File: config.mk
export PLATFORM = sky130hd
export DESIGN_NAME = mux4_rr_scheduler
export DESIGN_NICKNAME = d
export VERILOG_FILES = /design/src/rtl/mux4_rr_scheduler.sv
export SDC_FILE = /design/constraint.sdc
export NUM_CORES = 1
export LEC_CHECK = 0
export CAP_MARGIN = 20
export CORE_UTILIZATION = 49
export DETAILED_ROUTE_END_ITERATION = 7
export GPL_TIMING_DRIVEN = 0
export PLACE_DENSITY = 0.87
export SLEW_MARGIN = 30
export SYNTH_ARGS = -nofsm -noshare
export SYNTH_HDL_FRONTEND = slang
export SYNTH_SLANG_ARGS = --single-unit
File: constraint.sdc
create_clock -name clk -period 2 [get_ports clk]
set_clock_uncertainty 0.2 [all_clocks]
set_input_delay 0.2 -clock clk [delete_from_list [all_inputs] [get_ports clk]]
set_output_delay 0.2 -clock clk [all_outputs]
set_load 0.01 [all_outputs]
File: src/rtl/mux4_rr_scheduler.sv
// Round-robin scheduler for a shared 4:1 mux channel: arbitrates four request
// lines, drives the mux select and bounds each grant to MAX_HOLD cycles.
module mux4_rr_scheduler #(
  parameter int MAX_HOLD = 8
) (
  input  logic       clk,
  input  logic       rst_n,
  input  logic [3:0] req,
  output logic [3:0] gnt,
  output logic [1:0] sel,
  output logic       valid,
  output logic       busy
);

  localparam logic [0:0] ST_IDLE  = 1'b0;
  localparam logic [0:0] ST_GRANT = 1'b1;
  localparam logic [3:0] HOLD_LAST = 4'(MAX_HOLD - 1);

  logic [0:0] state_q, state_d;
  logic [1:0] ptr_q, ptr_d;
  logic [3:0] cnt_q, cnt_d;
  logic [3:0] gnt_q, gnt_d;
  logic [1:0] sel_q, sel_d;
  logic [1:0] win;
  logic       release_now;

  // First set request bit found scanning upward from p, wrapping modulo 4.
  function automatic logic [1:0] rr_pick(input logic [3:0] r, input logic [1:0] p);
    logic [1:0] idx;
    logic       found;
    rr_pick = p;
    found   = 1'b0;
    for (int k = 0; k < 4; k++) begin
      idx = p + 2'(k);
      if (!found && r[idx]) begin
        rr_pick = idx;
        found   = 1'b1;
      end
    end
  endfunction

  assign win         = rr_pick(req, ptr_q);
  assign release_now = !req[sel_q] || (cnt_q == HOLD_LAST);

  always_comb begin
    state_d = state_q;
    ptr_d   = ptr_q;
    cnt_d   = cnt_q;
    gnt_d   = gnt_q;
    sel_d   = sel_q;
    case (state_q)
      ST_IDLE: begin
        gnt_d = 4'b0000;
        if (|req) begin
          gnt_d   = 4'b0001 << win;
          sel_d   = win;
          cnt_d   = 4'd0;
          ptr_d   = win + 2'd1;
          state_d = ST_GRANT;
        end
      end
      default: begin
        if (!release_now) begin
          cnt_d = cnt_q + 4'd1;
        end else if (|req) begin
          // Back-to-back handoff; ptr already points past the current owner.
          gnt_d = 4'b0001 << win;
          sel_d = win;
          cnt_d = 4'd0;
          ptr_d = win + 2'd1;
        end else begin
          gnt_d   = 4'b0000;
          state_d = ST_IDLE;
        end
      end
    endcase
  end

  always_ff @(posedge clk or negedge rst_n) begin
    if (!rst_n) begin
      state_q <= ST_IDLE;
      ptr_q   <= 2'd0;
      cnt_q   <= 4'd0;
      gnt_q   <= 4'b0000;
      sel_q   <= 2'd0;
    end else begin
      state_q <= state_d;
      ptr_q   <= ptr_d;
      cnt_q   <= cnt_d;
      gnt_q   <= gnt_d;
      sel_q   <= sel_d;
    end
  end

  assign gnt   = gnt_q;
  assign sel   = sel_q;
  assign valid = (state_q == ST_GRANT);
  assign busy  = (state_q == ST_GRANT);

endmodule
==> flow_summary.ini <==
[outcome]
outcome = completed

[synthesis]
yosys.area.top_type_share_pct = 43.19
synth-edff-count = 0
async_flop_share_pct = 100.0
netlist_instances = 74
yosysTopAreaCell = dfrtp_1
synth_area_per_cell_um2 = 10.18
ys_seq_elements = 13
syn_area_um2 = 753.2
yosysSeqAreaShare_pct = 43.19
ys_warn_count = 0
yosysMostFrequentCell = dfrtp_1
synth_common_cells = dfrtp_1 (13), nand2_1 (6)
synth_area_leaders = dfrtp_1 (43%), ha_1 (8.3%), mux2_1 (4.5%)
yosys_most_used_dff = dfrtp_1
synth_nets = 85
yosysUniqueCellTypes = 29

[pwr]
irDropWorstVdd_uv = 827.8
netSwitchingFraction_pct = 39.05
power.internal_mw = 0.7507
p_seq_share_pct = 36.1
p_per_area_mw_per_mm2 = 1289
power.share.clock_pct = 13.2
netSwitchingPower_mw = 0.4811
p_comb_share_pct = 50.7
p_leak_nw = 0.4379

[route]
post_drt_wl_per_cell_um = 14.04
drc = 0
drtPass1Iterations = 4
wirelength_um = 1502
routed_via_density = 5.682
ant_nets = 0
route.vias.total = 608
first_iter_violations = 12

[sta]
rsz0062_at_grt = false
slew_viol_final = 0
min_period_over_period_pct = 98.73
maxSlewHeadroom_pct = 56.26
fmax_ghz = 0.5064
period_minus_slack_ns = 1.975
tightest_slew_ns = 0.6507
hold_viol = 0
fin_setup_tns_ns = 0
setup_viol = 0

[cts]
cts_inserted_buffers = 3
cts_sinks = 13
htreeDepth = 1
cts_tree = done
clock_latency_ns = 0.28
clk_pin_slew_ns = 0.08
clk_path_buf_depth = 2
cts_hold_buf = 0
cts_root_buf = clkbuf_4

[die]
initial_utilization_pct = 55.13
die_h_um = 41.21
placementRows = 13
ios = 14
die_area_mm2 = 0.001698
core_area_mm2 = 0.001366
fp.dieW_um = 41.21

[setup_path]
crit_path_start_kind = input port
rrSetupSlack_ns = 0.12
crit_required_ns = 1.97
cp.arrival_ns = 1.94
r2r_end = ptr_q[1]
worstSetupPathType = input port to flip-flop
cp_max_fo = 5
r2r-start = ptr_q[1]
r2r_cells = 6
critPathCaptureType = flip-flop

[placement]
dp_hpwl_um = 1099
gp_congestion = 0.8418
io_buffer_count = 13
place_area_um2 = 902.1

[finish]
layout.nets = 104
diodes = 0
drive_above_1_share_pct = 15.22
syn_to_final_growth_pct = 26.91
postLayoutCellArea_um2 = 955.9

[global_routing]
grtUsageTotal_pct = 21.06
overflow = 0
grt_max_degree = 14
grt_pass1_wl_um = 2256
grt_pass1_vias = 558
antenna_found_initial = 0

[hold_path]
min_path_type = input port to async pin

[job]
cap_viol_max_count = 0
[layout make-up]
class	instances	area, µm²
Tap cell	15	18.77
Buffer	2	15.01
Multi-Input combinational cell	54	409.1
Timing Repair Buffer	14	142.6
Fill cell	100	410.4
Clock buffer	4	26.28
Sequential cell	13	325.3
Inverter	5	18.77
[metal layers]
layer  vias to the layer above  GRT usage (%)  wire length (µm)
met5                         -              0                 0
met4                         0          12.10                42
met3                         6          5.435                75
met2                        22          34.38               711
met1                       278          24.75               673
li1                        302              -                 -
[registers in the layout, summed over array words and instances, names as in the netlist]
signal	flops
cnt_q	4
gnt	4
ptr_q	2
sel	2
busy	1
[logic make-up after synthesis]
| family | Yosys count | synth area share (%) |
|---|---|---|
| adders and majority gates | 5 | 8.306 |
| DFF | 13 | 43.19 |
| muxes | 6 | 9.135 |
| buffers and inverters | 7 | 4.485 |
| and+or+nand+nor | 23 | 16.28 |
| AOI/OAI and AO/OA | 20 | 18.61 |
[how the worst max path moves through the flow]
stage               endpoint  slack, ns  startpoint
floorplan           ptr_q[1]       0.17    ptr_q[1]
global placement    ptr_q[1]      -0.46      req[0]
detailed placement  ptr_q[1]      -0.56      req[3]
CTS                 ptr_q[1]      0.001      req[3]
global route        ptr_q[1]      0.002      req[1]
finish              ptr_q[1]       0.03      req[1]
[stage by stage]
stage | utilization, % | setup WS (ns) | hold WS [ns] | std cells | total power, mW
floorplan | - | 0.1712 | -0.2956 | 74 | 0.8287
global placement | 66.03 | -0.4634 | 0.2921 | 102 | 1.004
detailed placement | 66.03 | -0.5554 | 0.3053 | 102 | 1.039
CTS | 68.96 | 0.001131 | 0.09762 | 107 | 1.224
global route | 69.96 | 0.001987 | 0.1275 | 107 | 1.310
finish | 69.96 | 0.02545 | 0.07410 | 107 | 1.232
[placed cells by master (no fill, tap or decap), drive strengths merged, types with 4 or more instances in the layout]
cell type      instances
a21oi                  6
nand3                  5
clkdlybuf4s50         11
inv                    5
o21ai                  6
clkbuf                 4
nand2                  6
ha                     5
dfrtp                 13
mux2                   4
[power by group through the flow]
stage	Combinational, mW	Sequential, mW	Clock [mW]
after floorplan	0.375	0.453	0
after global placement	0.565	0.440	0
after detailed placement	0.591	0.448	0
after CTS	0.615	0.444	0.166
after global routing	0.676	0.454	0.179
final	0.624	0.444	0.163
[what timing repair did]
item	4_1_cts	5_1_grt
resized for setup	1	4
cloned	0	0
endpoints found under the hold margin	0	0
pin swaps	1	0
buffers inserted	1	0
endpoints found under the setup margin	1	1
[critical path: stages]
cell,delay [ns]
clkdlybuf4s50_1,0.61
nor2_1,0.10
a21oi_1,0.21
o221ai_2,0.16
inv_1,0.12
ha_1,0.24
mux2_1,0.29
No activity file was read; power rests on OpenSTA's default activity.
